===== src/rtl/gol_pkg.sv =====
// Types and defaults shared between the seed loader and the cell grid top level.
package gol_pkg;

    typedef enum logic [2:0] {
        IDLE     = 3'd0,
        SHIFT    = 3'd1,
        CELL_RST = 3'd2,
        SETTLE   = 3'd3,
        DONE     = 3'd4
    } load_state_t;

    localparam int DEF_ROWS = 8;
    localparam int DEF_COLS = 8;

endpackage


===== src/rtl/seed_loader_if.sv =====
// Pattern-load interface: host-side seed stream in, per-cell init vector and grid reset out.
interface seed_loader_if #(
    parameter int N = 64
) ();
    logic         load_start;
    logic         load_abort;
    logic         bit_in;
    logic         bit_valid;
    logic         bit_ready;
    logic [N-1:0] init_vec;
    logic         cell_rst;
    logic         busy;
    logic         done;

    modport master (
        output load_start, load_abort, bit_in, bit_valid,
        input  bit_ready, init_vec, cell_rst, busy, done
    );

    modport slave (
        input  load_start, load_abort, bit_in, bit_valid,
        output bit_ready, init_vec, cell_rst, busy, done
    );
endinterface


===== src/rtl/seed_loader.sv =====
// Assembles a serial row-major seed into the grid's init vector, then pulses the
// cell reset once so every cell starts from the new pattern.
//
// state    | meaning
// IDLE     | waiting for load_start
// SHIFT    | accepting seed bits into the shadow register
// CELL_RST | one-cycle reset pulse to all cells
// SETTLE   | cells sample init_vec at the end of this cycle
// DONE     | one-cycle completion pulse
module seed_loader
    import gol_pkg::*;
#(
    parameter int ROWS = DEF_ROWS,
    parameter int COLS = DEF_COLS
) (
    input  logic         clk,
    input  logic         rst,
    seed_loader_if.slave bus
);
    localparam int N  = ROWS * COLS;
    localparam int CW = $clog2(N + 1);
    localparam logic [CW-1:0] LAST = CW'(N - 1);

    load_state_t   state_q, state_d;
    logic [CW-1:0] count_q, count_d;
    logic [N-1:0]  shadow_q, shadow_d;
    logic [N-1:0]  init_vec_q, init_vec_d;
    logic          bit_ready_q, bit_ready_d;
    logic          cell_rst_q, cell_rst_d;
    logic          busy_q, busy_d;
    logic          done_q, done_d;

    always_comb begin
        state_d    = state_q;
        count_d    = count_q;
        shadow_d   = shadow_q;
        init_vec_d = init_vec_q;

        case (state_q)
            IDLE: begin
                if (bus.load_start) begin
                    state_d  = SHIFT;
                    count_d  = '0;
                    shadow_d = '0;
                end
            end
            SHIFT: begin
                // Abort takes priority even over the final transfer, so a
                // half-loaded pattern can never reach the cells.
                if (bus.load_abort) begin
                    state_d = IDLE;
                end else if (bus.bit_valid) begin
                    if (count_q == LAST) begin
                        init_vec_d = {bus.bit_in, shadow_q[N-2:0]};
                        state_d    = CELL_RST;
                    end else begin
                        for (int i = 0; i < N; i++) begin
                            if (CW'(i) == count_q) shadow_d[i] = bus.bit_in;
                        end
                        count_d = count_q + 1'b1;
                    end
                end
            end
            CELL_RST: state_d = SETTLE;
            SETTLE:   state_d = DONE;
            DONE:     state_d = IDLE;
            default:  state_d = IDLE;
        endcase

        // Moore outputs registered from the next state so they align with it.
        bit_ready_d = (state_d == SHIFT);
        cell_rst_d  = (state_d == CELL_RST);
        busy_d      = (state_d != IDLE);
        done_d      = (state_d == DONE);
    end

    always_ff @(posedge clk or posedge rst) begin
        if (rst) begin
            state_q     <= IDLE;
            count_q     <= '0;
            shadow_q    <= '0;
            init_vec_q  <= '0;
            bit_ready_q <= 1'b0;
            cell_rst_q  <= 1'b0;
            busy_q      <= 1'b0;
            done_q      <= 1'b0;
        end else begin
            state_q     <= state_d;
            count_q     <= count_d;
            shadow_q    <= shadow_d;
            init_vec_q  <= init_vec_d;
            bit_ready_q <= bit_ready_d;
            cell_rst_q  <= cell_rst_d;
            busy_q      <= busy_d;
            done_q      <= done_d;
        end
    end

    assign bus.bit_ready = bit_ready_q;
    assign bus.init_vec  = init_vec_q;
    assign bus.cell_rst  = cell_rst_q;
    assign bus.busy      = busy_q;
    assign bus.done      = done_q;

endmodule


===== src/flat_wrapper.sv =====
// flat-port wrapper written by rule: the top's interface ports become plain ports
module seed_loader_flat import gol_pkg::*;
#(
    parameter int ROWS = DEF_ROWS,
    parameter int COLS = DEF_COLS
)
  (clk, rst, bus_load_start, bus_load_abort, bus_bit_in, bus_bit_valid, bus_bit_ready, bus_init_vec, bus_cell_rst, bus_busy, bus_done);
  seed_loader_if #(.N((ROWS * COLS))) bus_i ();
  input  logic clk;
  input  logic rst;
  input wire logic [$bits(bus_i.load_start)-1:0] bus_load_start;
  input wire logic [$bits(bus_i.load_abort)-1:0] bus_load_abort;
  input wire logic [$bits(bus_i.bit_in)-1:0] bus_bit_in;
  input wire logic [$bits(bus_i.bit_valid)-1:0] bus_bit_valid;
  output wire logic [$bits(bus_i.bit_ready)-1:0] bus_bit_ready;
  output wire logic [$bits(bus_i.init_vec)-1:0] bus_init_vec;
  output wire logic [$bits(bus_i.cell_rst)-1:0] bus_cell_rst;
  output wire logic [$bits(bus_i.busy)-1:0] bus_busy;
  output wire logic [$bits(bus_i.done)-1:0] bus_done;
  assign bus_i.load_start = bus_load_start;
  assign bus_i.load_abort = bus_load_abort;
  assign bus_i.bit_in = bus_bit_in;
  assign bus_i.bit_valid = bus_bit_valid;
  assign bus_bit_ready = bus_i.bit_ready;
  assign bus_init_vec = bus_i.init_vec;
  assign bus_cell_rst = bus_i.cell_rst;
  assign bus_busy = bus_i.busy;
  assign bus_done = bus_i.done;
  seed_loader #(.ROWS(ROWS), .COLS(COLS)) u_core (.clk(clk), .rst(rst), .bus(bus_i));
endmodule

===== config.mk =====
export PLATFORM = sky130hd
export DESIGN_NAME = seed_loader_flat
export DESIGN_NICKNAME = d
export VERILOG_FILES = /design/src/rtl/gol_pkg.sv /design/src/rtl/seed_loader_if.sv /design/src/rtl/seed_loader.sv /design/src/flat_wrapper.sv
export SDC_FILE = /design/constraint.sdc
export NUM_CORES = 1
export LEC_CHECK = 0
export CAP_MARGIN = 30
export CORE_AREA = 2 2 108 110
export CTS_CLUSTER_SIZE = 10
export DETAILED_ROUTE_END_ITERATION = 10
export DIE_AREA = 0 0 110 112
export GPL_ROUTABILITY_DRIVEN = 0
export HOLD_SLACK_MARGIN = 0.12
export PLACE_DENSITY = 0.84
export SYNTH_ARGS = -nofsm -noshare
export SYNTH_HDL_FRONTEND = slang
export SYNTH_SLANG_ARGS = --single-unit
export TNS_END_PERCENT = 1

===== constraint.sdc =====
create_clock -name clk -period 7.3 [get_ports clk]
set_clock_uncertainty 0.05 [all_clocks]
set_input_delay 2.19 -clock clk [delete_from_list [all_inputs] [get_ports clk]]
set_output_delay 2.19 -clock clk [all_outputs]
set_load 0.01 [all_outputs]

==> results of run 1 <==
==> kinds of logic after synthesis <==
kind of cell    synth area share [%]
compound gates                  17.7
fa+ha+maj                      0.834
buf+inv                         5.27
flops                           58.8
mux                             12.2
simple gates                    5.25
==> flip-flops by register name, summed over array words and instances, names as in the netlist <==
register / flops
u_core.bus.init_vec: 64
u_core.shadow_q: 63
u_core.count_q: 7
u_core.state_q: 3
u_core.bus.bit_ready: 1
u_core.bus.busy: 1
u_core.bus.cell_rst: 1
u_core.bus.done: 1
==> layer usage <==
layer | GRT usage, % | vias up | wire [um]
met1 | 31.8 | 2071 | 5580
met3 | 6.44 | 16 | 749
met2 | 34.9 | 153 | 6360
li1 | - | 1879 | -
met4 | 6.33 | 0 | 168
met5 | 0 | - | 0
==> path summary, 6_finish.rpt <==
kind                                                       end  cells past startpoint                           startpoint  slack [ns]
hold reg to reg            u_core.bus.init_vec[19]$_DFFE_PP0P_                      1  u_core.bus.init_vec[19]$_DFFE_PP0P_        0.45
setup reg to reg           u_core.bus.init_vec[26]$_DFFE_PP0P_                      5        u_core.count_q[0]$_DFFE_PP0P_        4.30
setup / recovery           u_core.bus.init_vec[26]$_DFFE_PP0P_                      6                       bus_load_abort        2.71
max in group asynchronous  u_core.bus.init_vec[13]$_DFFE_PP0P_                      3                                  rst        3.79
min in group asynchronous  u_core.bus.init_vec[16]$_DFFE_PP0P_                      2                                  rst        2.26
hold / removal             u_core.bus.init_vec[19]$_DFFE_PP0P_                      1  u_core.bus.init_vec[19]$_DFFE_PP0P_        0.45
==> area by class of cell <==
type	instances	area, um2
fill	851	3910
tap	143	179
clock buffer	18	439
timing repair buffer	79	776
clock inverter	14	121
multi-input combinational	272	2160
inverter	16	65.1
sequential	141	3530
==> through the flow <==
step,power [mW],worst slack (ns),std cells,instance area (um2)
global placement,0.900,2.40,651,6710
CTS,1.70,2.73,683,7270
detailed placement,0.903,2.30,651,6710
floorplan,0.875,1.28,467,6000
global route,1.76,2.58,683,7270
finish,1.70,2.71,683,7270
==> worst register-to-register path: stages (launching register included) <==
cell and delay (ns):
dfrtp_1 0.45, ha_1 0.32, nand3_1 0.39, or3_2 0.88, buf_4 0.44, mux2_2 0.36
==> synth_stat cells, types with 2 or more instances <==
master,number
nand4_1,2
clkbuf_1,22
a21boi_0,3
nor2_1,4
o31ai_1,40
o211ai_2,9
ha_1,4
a31oi_1,5
o22ai_1,7
o21ai_1,8
a21oi_1,7
nor2b_1,2
nand2_1,20
nor3_1,3
buf_6,11
nand3b_1,2
or3_1,5
nor3b_1,3
dfrtp_1,141
inv_1,16
mux2_2,64
o21ai_0,17
o211ai_1,47
nand3_1,9
==> power groups by stage <==
stage / clock (mW) / sequential [mW] / combinational, mW
after floorplan: 0 / 0.806 / 0.0687
after global placement: 0 / 0.806 / 0.0939
after detailed placement: 0 / 0.807 / 0.0962
after CTS: 0.815 / 0.793 / 0.0969
after global routing: 0.856 / 0.793 / 0.108
final: 0.805 / 0.793 / 0.0979
==> run metrics, run 1 <==
Lkg Pwr=~3.3 nW; CTS Buf Count=17; number of synthesized flops with an enable pin=0; largest net degree at the start of global routing=between 90 and 100; gr ovfl total=0; Longest Clk Path Bufs=2; family with the most delay on the worst path=simple AND/OR/NAND/NOR gates; NetSw=0.409 mW; largest cells by area after synthesis=dfrtp_1 (59%), mux2_2 (12%), o211ai_1 (5.9%), o31ai_1 (5.0%), buf_6 (2.1%); Layout Utilization=between 60% and 70%; Tmin final=4.59 ns; crit start category=primary input; Via Count=around 4100; layout cells sized above 1=21.9%; all-layer global routing usage=22.7%; ys async rst share=100%; register area share after synthesis=58.8%; Die Y=112 um; Max Cap Violations=0; Core Footprint=roughly 0.011 mm2; post-DP HPWL=8.09 mm; sw frac=between 20% and 30%; Mapped Cells=467; Total Negative Setup Slacks=0 ns; clock sinks=141; initial antenna violation count=0; CTS tree=built; Die X=110 um; Worst Max-Slew Pin Slew=1.03 ns; CP Data Arrival Time=4.84 ns; clock network power share=around 48%; area grow syn2layout=21.1%; DRT antenna net count=0; Avg Vias per Cell=between 6 and 7; nets@finish=537; Fmax=0.218 GHz; crit path capture type=flop; slowest CP cell=or3_2; mean area per synthesized cell=12.9 um2; worst path required time=7.55 ns; Slew HR=31.0%; synthesis-stage register bit count=roughly 140; Net Count, Synth=477; die area=0.0123 mm2; Logic pwr share=5.8%; Final setup viols=0; Buffers on Ports=73; Initial DRT Pass Iterations=6; Mapped Area=0.00600 mm2; CTS resizes=0; Initial Util=around 54%; kind of critical path=primary input to flop; overall routed net length=12.9 mm; status=completed; hold_ws=0.454 ns; row cnt=39; Final Max Tran Viols=0; Max rail drop VDD=between 0.0001 and 0.00015 V; H-tree depth=4; area leader, netlist=dfrtp_1; Worst path max stage delay=roughly 0.79 ns; synth unique cells=40; WL per Instance=18.8 um; Fin. Hold Viols=0; post-synth top area share=58.8%; # IOs=74; Flop pwr share=46.8%; DRC=0; Tcrit/Tclk final=62.8%; CP bufs+invs=2; CP Cell Sequence=clkdlybuf4s50_1 -> nor4b_4 -> nand2_1 -> or3_2 -> buf_4 -> mux2_2; vias in the first global route=4077; root buf cell=clkbuf_16; most frequent cells in the layout=dfrtp_1 (141), clkdlybuf4s50_1 (73), mux2_2 (64); RSZ-0062 raised after global routing=no; crit-path max FO=41; Synth Flop Type=dfrtp_1; commonest non-fill, non-tap cell in the layout=dfrtp_1; DRT iter0 DRCs=339; Clk Latency, worst-skew pair=0.42 ns; diodes inserted=0; power density over the cells=between 200 and 250 mW/mm2; internal power=1.29 mW; setup bufs post-CTS=0; Synthesis Warnings=0; global-route wire length before repair=21.4 mm; Hold/Removal Path Class=flop to flop; CTS Hold Bufs=0; Clock Pin Slew Worst Setup and Hold Paths=approximately 0.060 ns
(Power assumes the default switching activity.)
==> inputs of run 2 (changes only) <==
Settings changed: CORE_AREA 2 2 108 110 to 2 2 113 115, DIE_AREA 0 0 110 112 to 0 0 115 117, PLACE_DENSITY 0.84 to 0.81.
Clock period 7.3 ns to 4.08 ns, I/O delays scaled along.
==> run 2 against run 1 <==
Against the previous run:
- core utilization fell by 4.8 points
- wire length rose by 4.3%
- sequential cell count did not move
- final cell count rose by 2.0%
- hold slack got worse by 0.00057 ns
- via count rose by 2.9%
- register-to-register slack got worse by 3.0 ns
- count of clock-buffer cells in the layout rose by 1
- setup slack got worse by 1.8 ns
- first-iteration DRC count rose by 22%
- non-clock buffer count rose by 7
- sequential share of layout area fell by 1.0 points
- largest power group unchanged
==> run metrics, run 2 (synthesis gave the netlist of run 1 again) <==
placed cell count=665 (+2.2%); vias in the first global route=4111 (+0.83%); diodes inserted=0 (unchanged); most frequent cells in the layout=dfrtp_1 (141), clkdlybuf4s50_1 (73), mux2_2 (64); CTS Hold Bufs=0 (unchanged); DRT iter0 DRCs=414 (+22%); Tmin final=3.15 ns; DRT antenna net count=0 (unchanged); row cnt=41 (+5.1%); power density over the cells=430 mW/mm2 (+84%); crit-path max FO=16 (-61%); register area=0.00353 mm2 (unchanged); DRC=0 (unchanged); CTS resizes=0 (unchanged); nets@finish=544 (+1.3%); RSZ-0062 raised after global routing=no; Min-Delay Startpoint=u_core.bus.init_vec[52]$_DFFE_PP0P_; CP Data Arrival Time=3.37 ns (-1.47 ns); status=completed; Final Max Tran Viols=0 (unchanged); hold_ws=0.453 ns (-0.000570 ns); # IOs=74 (unchanged); Die Y=117 um (+4.5%); largest net degree at the start of global routing=69 (-28%); Via Count=4240 (+2.9%); all-layer global routing usage=20.9% (-1.8 points); Avg Vias per Cell=6.08 (+0.87%); gr ovfl total=0 (unchanged); die area=0.0135 mm2 (+9.2%); Die X=115 um (+4.5%); Total Power=3.19 mW (+88%); worst path required time=4.30 ns (-3.25 ns); Fin. Hold Viols=0 (unchanged); crit path capture type=flop; met3 wire length=787 um (+5.1%); Fmax=between 0.3 and 0.4 GHz; WL per Instance=19.2 um (+2.2%); setup bufs post-CTS=0 (unchanged); post-DP HPWL=8.41 mm (+4.0%); Max Cap Violations=0 (unchanged); Reg2Reg Launch Point=u_core.count_q[0]$_DFFE_PP0P_; CTS tree=built; CTS Buf Count=17 (unchanged); area of the multi-input gates=0.00216 mm2 (unchanged); Top Layer Used=met4; Hold/Removal Path Class=flop to flop; Clk Latency, worst-skew pair=0.42 ns (about the same); area grow syn2layout=23.6%; Lkg Pwr=3.31 nW (+1.8%); met2 WL=6.78 mm (+6.7%); final std cells w/o fill=697 (+2.0%); Worst Max-Slew Pin Slew=1.05 ns (+0.0219 ns); M1 WL=5.63 mm (+0.82%); commonest non-fill, non-tap cell in the layout=dfrtp_1; clock sinks=141 (unchanged); number of flip-flops in the largest register=64 (unchanged); Layout Utilization=60.3% (-4.8 points); r2r setup slk=1.28 ns (-3.02 ns); Slew HR=29.5% (-1.5 points); H-tree depth=4 (unchanged); Clock Pin Slew Worst Setup and Hold Paths=0.06 ns (about the same); Tcrit/Tclk final=~77%; Filler cells=948 (+11%); Buffers on Ports=73 (unchanged); root buf cell=clkbuf_16; layout cells sized above 1=22.9% (+1.0 points); crit start category=primary input; Crit. Startpoint=bus_load_abort; initial antenna violation count=0 (unchanged); global-route wire length before repair=21.6 mm (+1.0%); Core Footprint=0.0123 mm2 (+10%); Total Negative Setup Slacks=0 ns (unchanged); Initial Util=48.8% (-5.0 points); kind of critical path=primary input to flop; Final setup viols=0 (unchanged); Longest Clk Path Bufs=2 (unchanged); overall routed net length=13.4 mm (+4.3%); Max rail drop VDD=0.000234 V (+66%); Initial DRT Pass Iterations=6 (unchanged)
## run 2: cell count changes in the layout (fill, tap and decap cells not counted), sizes merged
cell      change
clkinv        -6
clkbuf        +1
buf           +7
clkinvlp      +3
bufinv        +2
## run 2: cell type report
type | instances | share of cell area, %
well taps | 150 | 2.53
repair buffers | 86 | 11.7
clock inverters | 13 | 2.21
flip-flops and latches | 141 | 47.5
inverters | 16 | 0.860
clock buffers | 19 | 6.10
multi-input cells | 272 | 29.1
## run 2: worst paths after layout
path	end	cells past startpoint
setup / recovery	u_core.shadow_q[58]$_DFFE_PP0P_	6
hold / removal	u_core.bus.init_vec[52]$_DFFE_PP0P_	1
setup reg to reg	u_core.shadow_q[13]$_DFFE_PP0P_	5
hold reg to reg	u_core.bus.init_vec[52]$_DFFE_PP0P_	1
max in group asynchronous	u_core.bus.init_vec[60]$_DFFE_PP0P_	4
min in group asynchronous	u_core.bus.init_vec[15]$_DFFE_PP0P_	2
## run 2: report_power, final
| part | internal (mW) | leakage (nW) | total [mW] | switching (mW) |
|---|---|---|---|---|
| combinational | 0.0503 | 1.06 | 0.184 | 0.134 |
| sequential | 1.41 | 1.96 | 1.42 | 0.0102 |
| clock | 0.995 | 0.288 | 1.59 | 0.594 |
| total | 2.45 | 3.31 | 3.19 | 0.738 |
## run 2: metal layers
metal,track usage [%],vias to the layer above
met4,8.35,0
met3,5.87,23
met1,27.0,2141
li1,-,1893
met5,0,-
met2,33.8,183
## run 2: stage by stage
step	area [um2]	worst slack, ns
floorplan	6010	1.04
global placement	6790	0.597
detailed placement	6810	0.512
CTS	7420	0.924
global route	7420	0.853
finish	7420	0.926
## run 2: critical path, stage by stage
cell and delay, ns:
clkdlybuf4s50_1 0.46, or4b_4 0.57, or4b_1 0.51, buf_4 0.24, o211ai_1 0.23, o21ai_0 0.14
==> inputs of run 3 (changes only) <==
Settings changed: CORE_AREA 2 2 113 115 to 2 2 108 110, DIE_AREA 0 0 115 117 to 0 0 110 112, PLACE_DENSITY 0.81 to 0.84.
Clock period 4.08 ns to 3 ns, I/O delays scaled along.
==> run 3 against run 2 <==
Against the previous run:
- core utilization increased by 6.6 points
- sequential cell count unchanged
- largest power group unchanged
- sequential share of layout area decreased by 0.30 points
- die area decreased by 8.4%
- highest routed layer unchanged
- count of clock-buffer cells in the layout increased by 6
- critical path type unchanged
==> run metrics, run 3 (synthesis gave the netlist of run 1 again) <==
Final setup viols=0 (unchanged); final std cells w/o fill=697 (unchanged); Die Y=112 um (-4.3%); placed cell count=665 (unchanged); commonest non-fill, non-tap cell in the layout=dfrtp_1; Clk Latency, worst-skew pair=0.42 ns (about the same); Slew HR=51.1% (+22 points); Clock Pin Slew Worst Setup and Hold Paths=0.05 ns (about the same); initial antenna violation count=0 (unchanged); RSZ-0062 raised after global routing=no; final worst slack=0.193 ns (-0.733 ns); die area=0.0123 mm2 (-8.4%); area grow syn2layout=24.4%; CTS Hold Bufs=0 (unchanged); kind of critical path=primary input to flop; Fin. Hold Viols=0 (unchanged); crit-path max FO=16 (unchanged); most frequent cells in the layout=dfrtp_1 (141), clkdlybuf4s50_1 (73), mux2_2 (64); Fmax=0.356 GHz; Via Count=4285 (+1.1%); Max rail drop VDD=0.000335 V (+43%); Layout Utilization=66.9% (+6.6 points); status=completed; WL per Instance=19.3 um (+0.33%); Initial Util=53.7% (+5.0 points); diodes inserted=0 (unchanged); DRT iter0 DRCs=300 (-28%); Die X=110 um (-4.3%); all-layer global routing usage=23.5% (+2.6 points); number of flip-flops in the largest register=64 (unchanged); overall routed net length=13.5 mm (+0.33%); CTS resizes=0 (unchanged); Filler cells=756 (-20%); Tmin final=2.81 ns; design area=0.00747 mm2 (+0.64%); power density over the cells=577 mW/mm2 (+34%); Longest Clk Path Bufs=2 (unchanged); Worst Max-Slew Pin Slew=0.732 ns (-0.320 ns); Initial DRT Pass Iterations=5 (-1); CTS Buf Count=17 (unchanged); DRT antenna net count=0 (unchanged); Buffers on Ports=73 (unchanged); global-route wire length before repair=22.2 mm (+2.6%); Final Max Tran Viols=0 (unchanged); nets@finish=551 (+1.3%); CP Data Arrival Time=3.03 ns (-0.34 ns); row cnt=39 (-4.9%); crit path capture type=flop; Hold/Removal Path Class=flop to flop; gr ovfl total=0 (unchanged); Avg Vias per Cell=6.15 (+1.1%); Core Footprint=0.0112 mm2 (-9.2%); largest net degree at the start of global routing=69 (unchanged); setup bufs post-CTS=0 (unchanged); H-tree depth=4 (unchanged); worst path required time=3.22 ns (-1.08 ns); Tcrit/Tclk final=93.6%; vias in the first global route=4304 (+4.7%); dpl cell area=0.00688 mm2 (+1.0%); layout cells sized above 1=22.9% (+0.072 points); post-DP HPWL=8.78 mm (+4.3%); DP Worst Slack=-0.210 ns (-0.722 ns); Max Cap Violations=0 (unchanged); Total Power=4.31 mW (+35%); Lkg Pwr=3.36 nW (+1.5%); clock sinks=141 (unchanged); # IOs=74 (unchanged); crit start category=primary input; root buf cell=clkbuf_16; DRC=0 (unchanged); CTS tree=built
## run 3: changes by cell type in the layout (fill, tap and decap cells not counted), sizes merged
cell	delta
buf	+7
clkbuf	+6
inv	-2
clkinvlp	-5
clkinv	+1
## run 3: per-stage QoR
step           setup TNS (ns)  hold slack, ns
4_1_cts                     0           0.457
3_5_place_dp            -4.72           0.445
6_report                    0           0.456
2_1_floorplan               0           0.425
3_3_place_gp            -2.12           0.437
5_1_grt                     0           0.472
## run 3: worst max-delay path, stage by stage
cell and delay (ns):
clkdlybuf4s50_1 0.47, or4b_4 0.56, or4b_1 0.52, buf_4 0.23, o211ai_1 0.22, o21ai_0 0.13
## run 3: final timing paths
check                                              startpoint                                  end  slack, ns  cells past startpoint
setup reg to reg                u_core.count_q[0]$_DFFE_PP0P_  u_core.bus.init_vec[32]$_DFFE_PP0P_       0.48                      5
max in group asynchronous                                 rst  u_core.bus.init_vec[47]$_DFFE_PP0P_       1.34                      3
min in group asynchronous                                 rst  u_core.bus.init_vec[19]$_DFFE_PP0P_       0.91                      2
setup / recovery                               bus_load_abort      u_core.shadow_q[62]$_DFFE_PP0P_       0.19                      6
hold / removal             u_core.bus.init_vec[5]$_DFFE_PP0P_   u_core.bus.init_vec[5]$_DFFE_PP0P_       0.46                      1
hold reg to reg            u_core.bus.init_vec[5]$_DFFE_PP0P_   u_core.bus.init_vec[5]$_DFFE_PP0P_       0.46                      1
## run 3: power breakdown
part           switching, mW  leakage [nW]  internal (mW)  total [mW]
clock                  0.747         0.295           1.37        2.12
sequential            0.0139          1.96           1.92        1.93
combinational          0.185          1.10         0.0801       0.265
## run 3: final cells by class
type | count | area [um2] | area share [%]
clock inverter | 7 | 110 | 1.47
clock buffer | 25 | 485 | 6.50
sequential | 141 | 3530 | 47.2
inverter | 16 | 63.8 | 0.854
multi-input combinational | 272 | 2160 | 28.9
tap | 143 | 179 | 2.39
timing repair buffer | 93 | 943 | 12.6
## run 3: layer usage
metal / vias up / share of wire [%] / GRT usage, %
met1: 2143 / 41 / 31.7
met4: 0 / 2.7 / 9.03
met5: - / 0 / 0
li1: 1898 / - / -
met3: 36 / 6.4 / 6.21
met2: 208 / 50 / 36.4
